===== src/rtl/pixelmem_pkg.sv =====
// Shared types and default sizes for the pixel memory controller.
package pixelmem_pkg;

    localparam int PIXELMEM_ADDR_W = 9;
    localparam int PIXELMEM_DATA_W = 2;
    localparam int PIXELMEM_DEPTH  = 512;

    typedef enum logic [1:0] {
        OP_WRITE  = 2'b00,
        OP_SETPTR = 2'b01,
        OP_FILL   = 2'b10,
        OP_NOP    = 2'b11
    } host_op_t;

    typedef enum logic {
        ST_IDLE = 1'b0,
        ST_FILL = 1'b1
    } state_t;

endpackage


===== src/rtl/pixelmem_ram.sv =====
// Simple dual-port pixel RAM: synchronous write, registered read that returns
// zero for addresses beyond DEPTH. Contents are never reset.
module pixelmem_ram #(
    parameter int ADDR_W = 9,
    parameter int DATA_W = 2,
    parameter int DEPTH  = 512
) (
    input  logic              clk,
    input  logic              reset,
    input  logic              we,
    input  logic [ADDR_W-1:0] waddr,
    input  logic [DATA_W-1:0] wdata,
    input  logic [ADDR_W-1:0] raddr,
    output logic [DATA_W-1:0] rdata
);

    localparam logic [ADDR_W:0] DEPTH_EXT = (ADDR_W+1)'(DEPTH);

    logic [DATA_W-1:0] mem [DEPTH];
    logic [DATA_W-1:0] rd_data_p1;

    always_ff @(posedge clk) begin
        if (we) begin
            mem[waddr] <= wdata;
        end
    end

    // read stage: same-address write in this cycle is seen one cycle later
    always_ff @(posedge clk or posedge reset) begin
        if (reset) begin
            rd_data_p1 <= '0;
        end else if ({1'b0, raddr} < DEPTH_EXT) begin
            rd_data_p1 <= mem[raddr];
        end else begin
            rd_data_p1 <= '0;
        end
    end

    assign rdata = rd_data_p1;

endmodule


===== src/rtl/pixelmem_ctrl.sv =====
// Pixel memory with host write controller (WRITE / SETPTR / FILL commands).
// Optional: PIXELMEM_CLEAR_ON_RESET_EN starts a zero fill when reset releases.
module pixelmem_ctrl
    import pixelmem_pkg::*;
#(
    parameter int ADDR_W = PIXELMEM_ADDR_W,
    parameter int DATA_W = PIXELMEM_DATA_W,
    parameter int DEPTH  = PIXELMEM_DEPTH
) (
    input  logic              clk,
    input  logic              reset,
    input  logic [ADDR_W-1:0] pixelmem_address,
    output logic [DATA_W-1:0] pixelmem_data,
    input  logic              host_valid,
    output logic              host_ready,
    input  logic [1:0]        host_op,
    input  logic [ADDR_W-1:0] host_data,
    output logic              busy,
    output logic [ADDR_W-1:0] wr_ptr,
    output logic              err
);

    localparam logic [ADDR_W-1:0] LAST      = ADDR_W'(DEPTH - 1);
    localparam logic [ADDR_W:0]   DEPTH_EXT = (ADDR_W+1)'(DEPTH);

`ifdef PIXELMEM_CLEAR_ON_RESET_EN
    localparam state_t RST_STATE = ST_FILL;
    localparam logic   RST_READY = 1'b0;
    localparam logic   RST_BUSY  = 1'b1;
`else
    localparam state_t RST_STATE = ST_IDLE;
    localparam logic   RST_READY = 1'b1;
    localparam logic   RST_BUSY  = 1'b0;
`endif

    function automatic logic [ADDR_W-1:0] wrap_inc(input logic [ADDR_W-1:0] a);
        return (a == LAST) ? '0 : a + 1'b1;
    endfunction

    state_t            state;
    host_op_t          op;
    logic              xfer;
    logic [ADDR_W-1:0] fill_addr;
    logic [DATA_W-1:0] fill_val;
    logic              ram_we;
    logic [ADDR_W-1:0] ram_waddr;
    logic [DATA_W-1:0] ram_wdata;

    assign op   = host_op_t'(host_op);
    assign xfer = host_valid && host_ready;

    // fill owns the write port; host writes only land while idle
    always_comb begin
        ram_we    = 1'b0;
        ram_waddr = wr_ptr;
        ram_wdata = host_data[DATA_W-1:0];
        if (state == ST_FILL) begin
            ram_we    = 1'b1;
            ram_waddr = fill_addr;
            ram_wdata = fill_val;
        end else if (xfer && op == OP_WRITE) begin
            ram_we = 1'b1;
        end
    end

    always_ff @(posedge clk or posedge reset) begin
        if (reset) begin
            state      <= RST_STATE;
            host_ready <= RST_READY;
            busy       <= RST_BUSY;
            wr_ptr     <= '0;
            fill_addr  <= '0;
            fill_val   <= '0;
            err        <= 1'b0;
        end else begin
            case (state)
                ST_IDLE: begin
                    if (xfer) begin
                        case (op)
                            OP_WRITE: wr_ptr <= wrap_inc(wr_ptr);
                            OP_SETPTR: begin
                                if ({1'b0, host_data} < DEPTH_EXT) begin
                                    wr_ptr <= host_data;
                                end else begin
                                    err <= 1'b1;
                                end
                            end
                            OP_FILL: begin
                                fill_val   <= host_data[DATA_W-1:0];
                                fill_addr  <= '0;
                                state      <= ST_FILL;
                                host_ready <= 1'b0;
                                busy       <= 1'b1;
                            end
                            default: ;
                        endcase
                    end
                end
                ST_FILL: begin
                    if (fill_addr == LAST) begin
                        state      <= ST_IDLE;
                        host_ready <= 1'b1;
                        busy       <= 1'b0;
                        wr_ptr     <= '0;
                        fill_addr  <= '0;
                    end else begin
                        fill_addr <= wrap_inc(fill_addr);
                    end
                end
                default: state <= ST_IDLE;
            endcase
        end
    end

    pixelmem_ram #(
        .ADDR_W (ADDR_W),
        .DATA_W (DATA_W),
        .DEPTH  (DEPTH)
    ) u_ram (
        .clk   (clk),
        .reset (reset),
        .we    (ram_we),
        .waddr (ram_waddr),
        .wdata (ram_wdata),
        .raddr (pixelmem_address),
        .rdata (pixelmem_data)
    );

endmodule


===== config.mk =====
export PLATFORM = sky130hd
export DESIGN_NAME = pixelmem_ctrl
export DESIGN_NICKNAME = d
export VERILOG_FILES = /design/src/rtl/pixelmem_pkg.sv /design/src/rtl/pixelmem_ram.sv /design/src/rtl/pixelmem_ctrl.sv
export SDC_FILE = /design/constraint.sdc
export NUM_CORES = 1
export LEC_CHECK = 0
export ABC_AREA = 1
export BUFFER_PORTS_ARGS = -buffer_cell sky130_fd_sc_hd__buf_2
export CAP_MARGIN = 20
export CORE_MARGIN = 3
export CORE_UTILIZATION = 38
export DETAILED_ROUTE_END_ITERATION = 6
export PLACE_DENSITY_LB_ADDON = 0.08
export SYNTH_ARGS = -nofsm -noshare
export SYNTH_HDL_FRONTEND = slang
export SYNTH_SLANG_ARGS = --single-unit

===== constraint.sdc =====
create_clock -name clk -period 51.8 [get_ports clk]
set_input_delay 5.18 -clock clk [delete_from_list [all_inputs] [get_ports clk]]
set_output_delay 5.18 -clock clk [all_outputs]
set_load 0.005 [all_outputs]

# After elaboration in Yosys (flattened, before gate mapping)
# Memory sizes are Yosys's and may differ from the RTL's. A register that Yosys moved wholly into a read port is not among the register bits.
# Index checks and enable logic that the tools add are counted.
# word_totals
inputBits,23
ram_bits,1024
register_bits,23
wordCells,52
n_memories,1
out_inout_bits,14
# op_classes
n_mux,27
n_addsub,2
bitwise_logic,1
reduce_logical,7
eq_ne,8
# memory_table
name,words,width,rd,rd_clocked_by_memory_dff,wr,line,text
u_ram.mem,512,2,1,1,1,pixelmem_ram.sv:19,logic [DATA_W-1:0] mem [DEPTH];
# op_table
operator,count
$mux 9,7
$pmux 9 s2,3
$add 9x1->9 const B,2
$eq 9x9->1 const B,2
$mux 1,13
$reduce_and 3->1,3
$pmux 1 s2,3
$ne 2x1->1 const B,2
$ne 3x2->1 const B,1
$eq 2x1->1 const B,1
$eq 2x2->1 const B,1
$logic_and 1x1->1,2
$logic_not 2->1,1
$mux 2,1
$ne 2x2->1 const B,1
$reduce_and 2->1,1
$not 1->1,1

# Longest topological paths before layout
# depth
ltp_word,6
depth_mapped,16
ltp_nobuf,13

# Modules after synthesis
# Synthesis repeated with hierarchy kept, for this count alone.
# unflattened
cells_unflattened,4220
area_unflattened_um2,45331.0
# modules_own_cells
mod,cells_each,n_inst,seq_area_each_um2,area_per_inst_um2
pixelmem_ram,4014,1,30799.5,43859.6
pixelmem_ctrl,206,1,576.8,1471.4

# Worst setup path before layout
# OpenSTA, ideal clock, no wires.
# synth_timing
path_type,input-to-reg
from,input port host_data[1]
to,"memory u_ram.mem[0][1], data pin"
required_time_ns,47.632
cell_stages,2
arrival_time_ns,24.966
setup_ns,4.168
slack_ns,22.666
path_cell_list,inv_1 o21ai_0
# synth_between
elab_chain_len,1
# synth_rtl
item,line,text
start: declaration,pixelmem_ctrl.sv:17,"input logic [ADDR_W-1:0] host_data,"
$mux 2,pixelmem_ctrl.sv:57,if (state == ST_FILL) begin
via ram_wdata[1],pixelmem_ctrl.sv:47,logic [DATA_W-1:0] ram_wdata;
end: declaration,pixelmem_ram.sv:19,
# The timed path passes the listed nets, and every way through them passes these cells.

==> results.ini <==
[synth]
synth_edf_count = 1024
synthAdderAreaFrac = 0.00111
yosys_warnings = 0
synth_top_family_by_area = simple AND/OR/NAND/NOR gates
synth_area_per_cell_um2 = 10.8
synthFlopType = edfxtp_1
synth_xor_xnor_area_share = 0.000582
yosysSeqAreaShare = 0.695
synth_compound_area_frac = 0.00709
syn_inst = 4174
muxShareOfSynthArea = 0
synth-simple-area-share = 0.257
ys_ff_latch = 1049
yosys.cell_types.count = 38
synthArstFlopShare = 0.0238
synth_nets = 4201
synthesis.area_mm2 = 0.0451

[clock_tree]
clk_pin_slew_worst_paths_ns = 0.06
cts_root_buf = clkbuf_16
clock_sinks = 1049
cts_tree = yes
clk_path_buf_depth = 3
h-tree-depth = 3
cts_inserted_buffers = 117
postCtsSetupBuffers = 0
worstSkewPairLatency_ns = 0.70
postCtsResizedCells = 0
cts_hold_buf = 0

[timing]
min_period_over_period = 0.165
fin_crit_ns = 8.56
setup_viol = 0
finalSetupTns_ns = 0
max_freq_mhz = 117
maxSlewHeadroom = 0.253
rsz0062_at_grt = no
finalHoldViolCount = 0
drv_slew = 0
hold_ws_ns = 0.484
skew_ns = 0.0212
worstMarginPinSlew_ns = 1.12

[worst_setup_path]
path_class = input pin to flop
endpoint_kind = flop
crit_path_max_incr_delay_ns = 0.89
r2r-start = state
cp_data_required_time_ns = 52.39
cpMaxStageDelayCell = buf_4
cp-start-kind = input pin
crit_top_cell = nand3_1
crit_path_max_fanout = 115
ff2ff_setup_slack_ns = 47.49
cp_data_arrival_time_ns = 9.15
cp_cell_sequence = buf_8 -> inv_8 -> buf_4 -> buf_4 -> nand3_1 -> nand3_1 -> nand3_1 -> nand3_1 -> nand3_1 -> nand2_1 -> nand2_1 -> nand3_1 -> nand2_1 -> nand2_1 -> nand2_1
regToRegEndpoint = u_ram.mem[121][0]
r2r_cells = 7

[pwr]
p_comb_frac = 0.180
netSwitchingPower_uw = 712
p_per_area_mw_per_mm2 = 46.6
p_int_uw = 1610
switching_share = 0.306
power.leakage_uw = 0.0171
pwr-share-seq = 0.470
p_clk_frac = 0.349
vdd_drop_max_mv = 0.102

[global_routing]
grt_overflow = 0
grt_max_degree = 233
first_global_vias = 30900
antenna_found_initial = 3
grt.total_usage = 0.219
grt_first_pass_wirelength_um = 199000

[routing]
routedWlPerCell_um = 23.8
drtIter0Drc = 2428
drt_first_pass_iters = 6
drt-met1-wl_um = 58300
drc = 0
wl_met3_um = 6320
drt_wl_total_um = 135000
top_layer_used = met4
vias_per_cell = 5.37
dr_total_vias = 30500
final_antenna_net_count = 0
routed-wl-met2_um = 66500

[placement]
portBuffers = 35
dp_hpwl_um = 65300
place.gp.congestion = 0.756

[final_layout]
area_delta_synth_final_pct = 10.6
insertedDiodeCount = 0
final_nets = 4085
drive_gt1_frac = 0.0731
fillers = 11300

[die]
die_x_um = 351
fp.coreArea_mm2 = 0.117
start_util = 0.386
die_h_um = 351
dieArea_mm2 = 0.123
pin_count = 37
fp-row-count = 125

[flow_run]
maxCapViolations = 0

[hold_path]
holdPathStages = 2
worstHoldPathType = flop to flop
worstHoldEndpoint = fill_val[1]
hp-start = fill_val[1]

[outcome]
outcome = finished, final reports clean

## final cells by class
| type | count | area (um^2) | share of cell area |
|---|---|---|---|
| sequential | 1049 | 31400 | 0.629 |
| multi-input combinational | 2774 | 12200 | 0.244 |
| timing repair buffer | 71 | 537 | 0.0108 |
| tap | 1524 | 1910 | 0.0382 |
| clock buffer | 148 | 3130 | 0.0627 |
| inverter | 45 | 199 | 0.00399 |
| clock inverter | 69 | 587 | 0.0118 |
## power by group through the flow
stage | Sequential [uW] | Clock [uW] | Combinational [uW]
6_report | 1090 | 813 | 419
5_1_grt | 1090 | 863 | 455
4_1_cts | 1090 | 829 | 432
2_1_floorplan | 1320 | 0 | 212
3_3_place_gp | 1110 | 0 | 433
3_5_place_dp | 1110 | 0 | 432
## how the worst max path moves through the flow
stage / slack (ns) / depth (start not counted) / from / endpoint
floorplan: 22.67 / 2 / host_data[1] / u_ram.mem[0][1]
global placement: 42.42 / 16 / pixelmem_address[0] / u_ram.rdata[0]
detailed placement: 42.41 / 16 / pixelmem_address[0] / u_ram.rdata[0]
CTS: 43.16 / 16 / pixelmem_address[0] / u_ram.rdata[0]
global route: 42.83 / 16 / pixelmem_address[0] / u_ram.rdata[0]
finish: 43.24 / 15 / pixelmem_address[1] / u_ram.rdata[1]
## worst max-delay path, delay by kind of cell
family / cells / cell delay, ns
buf+inv: 4 / 2.74
simple gates: 11 / 1.18
## sequential cells by signal (all words and copies together), names as in the netlist
| name | count |
|---|---|
| host_ready | 1 |
| fill_val | 2 |
| state | 1 |
| busy | 1 |
| fill_addr | 9 |
| u_ram.mem | 1024 |
| wr_ptr | 9 |
| u_ram.rdata | 2 |
## cell families after synthesis
family          count (synthesis)
compound gates                 48
xor+xnor                        3
fa+ha+maj                       4
buf+inv                       351
flops                        1049
other cells                     1
simple gates                 2718
## synthesized netlist by cell type (3+ instances only)
library cell  count  share of area
nand2_1        1129          0.094
edfxtp_1       1024           0.68
nand3_1        1016           0.11
nor2_1          531          0.044
buf_2           210          0.023
buf_4            38         0.0063
inv_1            36         0.0030
clkbuf_1         33         0.0027
dfrtp_1          24          0.013
buf_1            22         0.0018
nand2_2          20         0.0028
o21ai_0          17         0.0019
nor2_2           10         0.0014
a21oi_1           7        0.00078
inv_2             7        0.00058
o21ai_2           5        0.00097
ha_1              4         0.0011
o22ai_1           4        0.00055
a22oi_1           3        0.00050
buf_6             3        0.00075
nor2_4            3        0.00075
nor3_1            3        0.00033
o32ai_1           3        0.00058
## cell usage in the layout (no fill, tap or decap), types with 4 or more instances in the layout
cell	instances
clkbuf_1	27
dfrtp_1	24
clkinv_1	30
clkinv_2	26
nand2_1	1117
nand3_1	1012
ha_1	4
edfxtp_1	1024
nand3_4	4
o21ai_4	4
bufinv_16	10
o21ai_2	5
o22ai_1	4
nand2_4	11
clkbuf_16	121
nor2_1	531
inv_1	34
nand2_2	21
nor2_2	10
buf_2	31
o21ai_0	15
buf_4	32
buf_12	5
inv_2	6
a21oi_1	7
## per-stage QoR
stage	total power, uW	cells	cell area [um^2]	setup slack, ns	utilization
detailed placement	1540	5463	46200	42.41	0.395
floorplan	1530	4174	45100	22.67	-
global route	2410	5680	49900	42.83	0.427
global placement	1540	5462	46200	42.42	0.395
CTS	2350	5680	49900	43.16	0.427
finish	2330	5680	49900	43.24	0.427
## routing by layer
metal,GRT usage,vias up
li1,-,14300
met1,0.285,15300
met2,0.381,699
met3,0.0323,202
met4,0.0637,0
met5,0,-
Note: power is estimated with default switching activity, not from simulation.
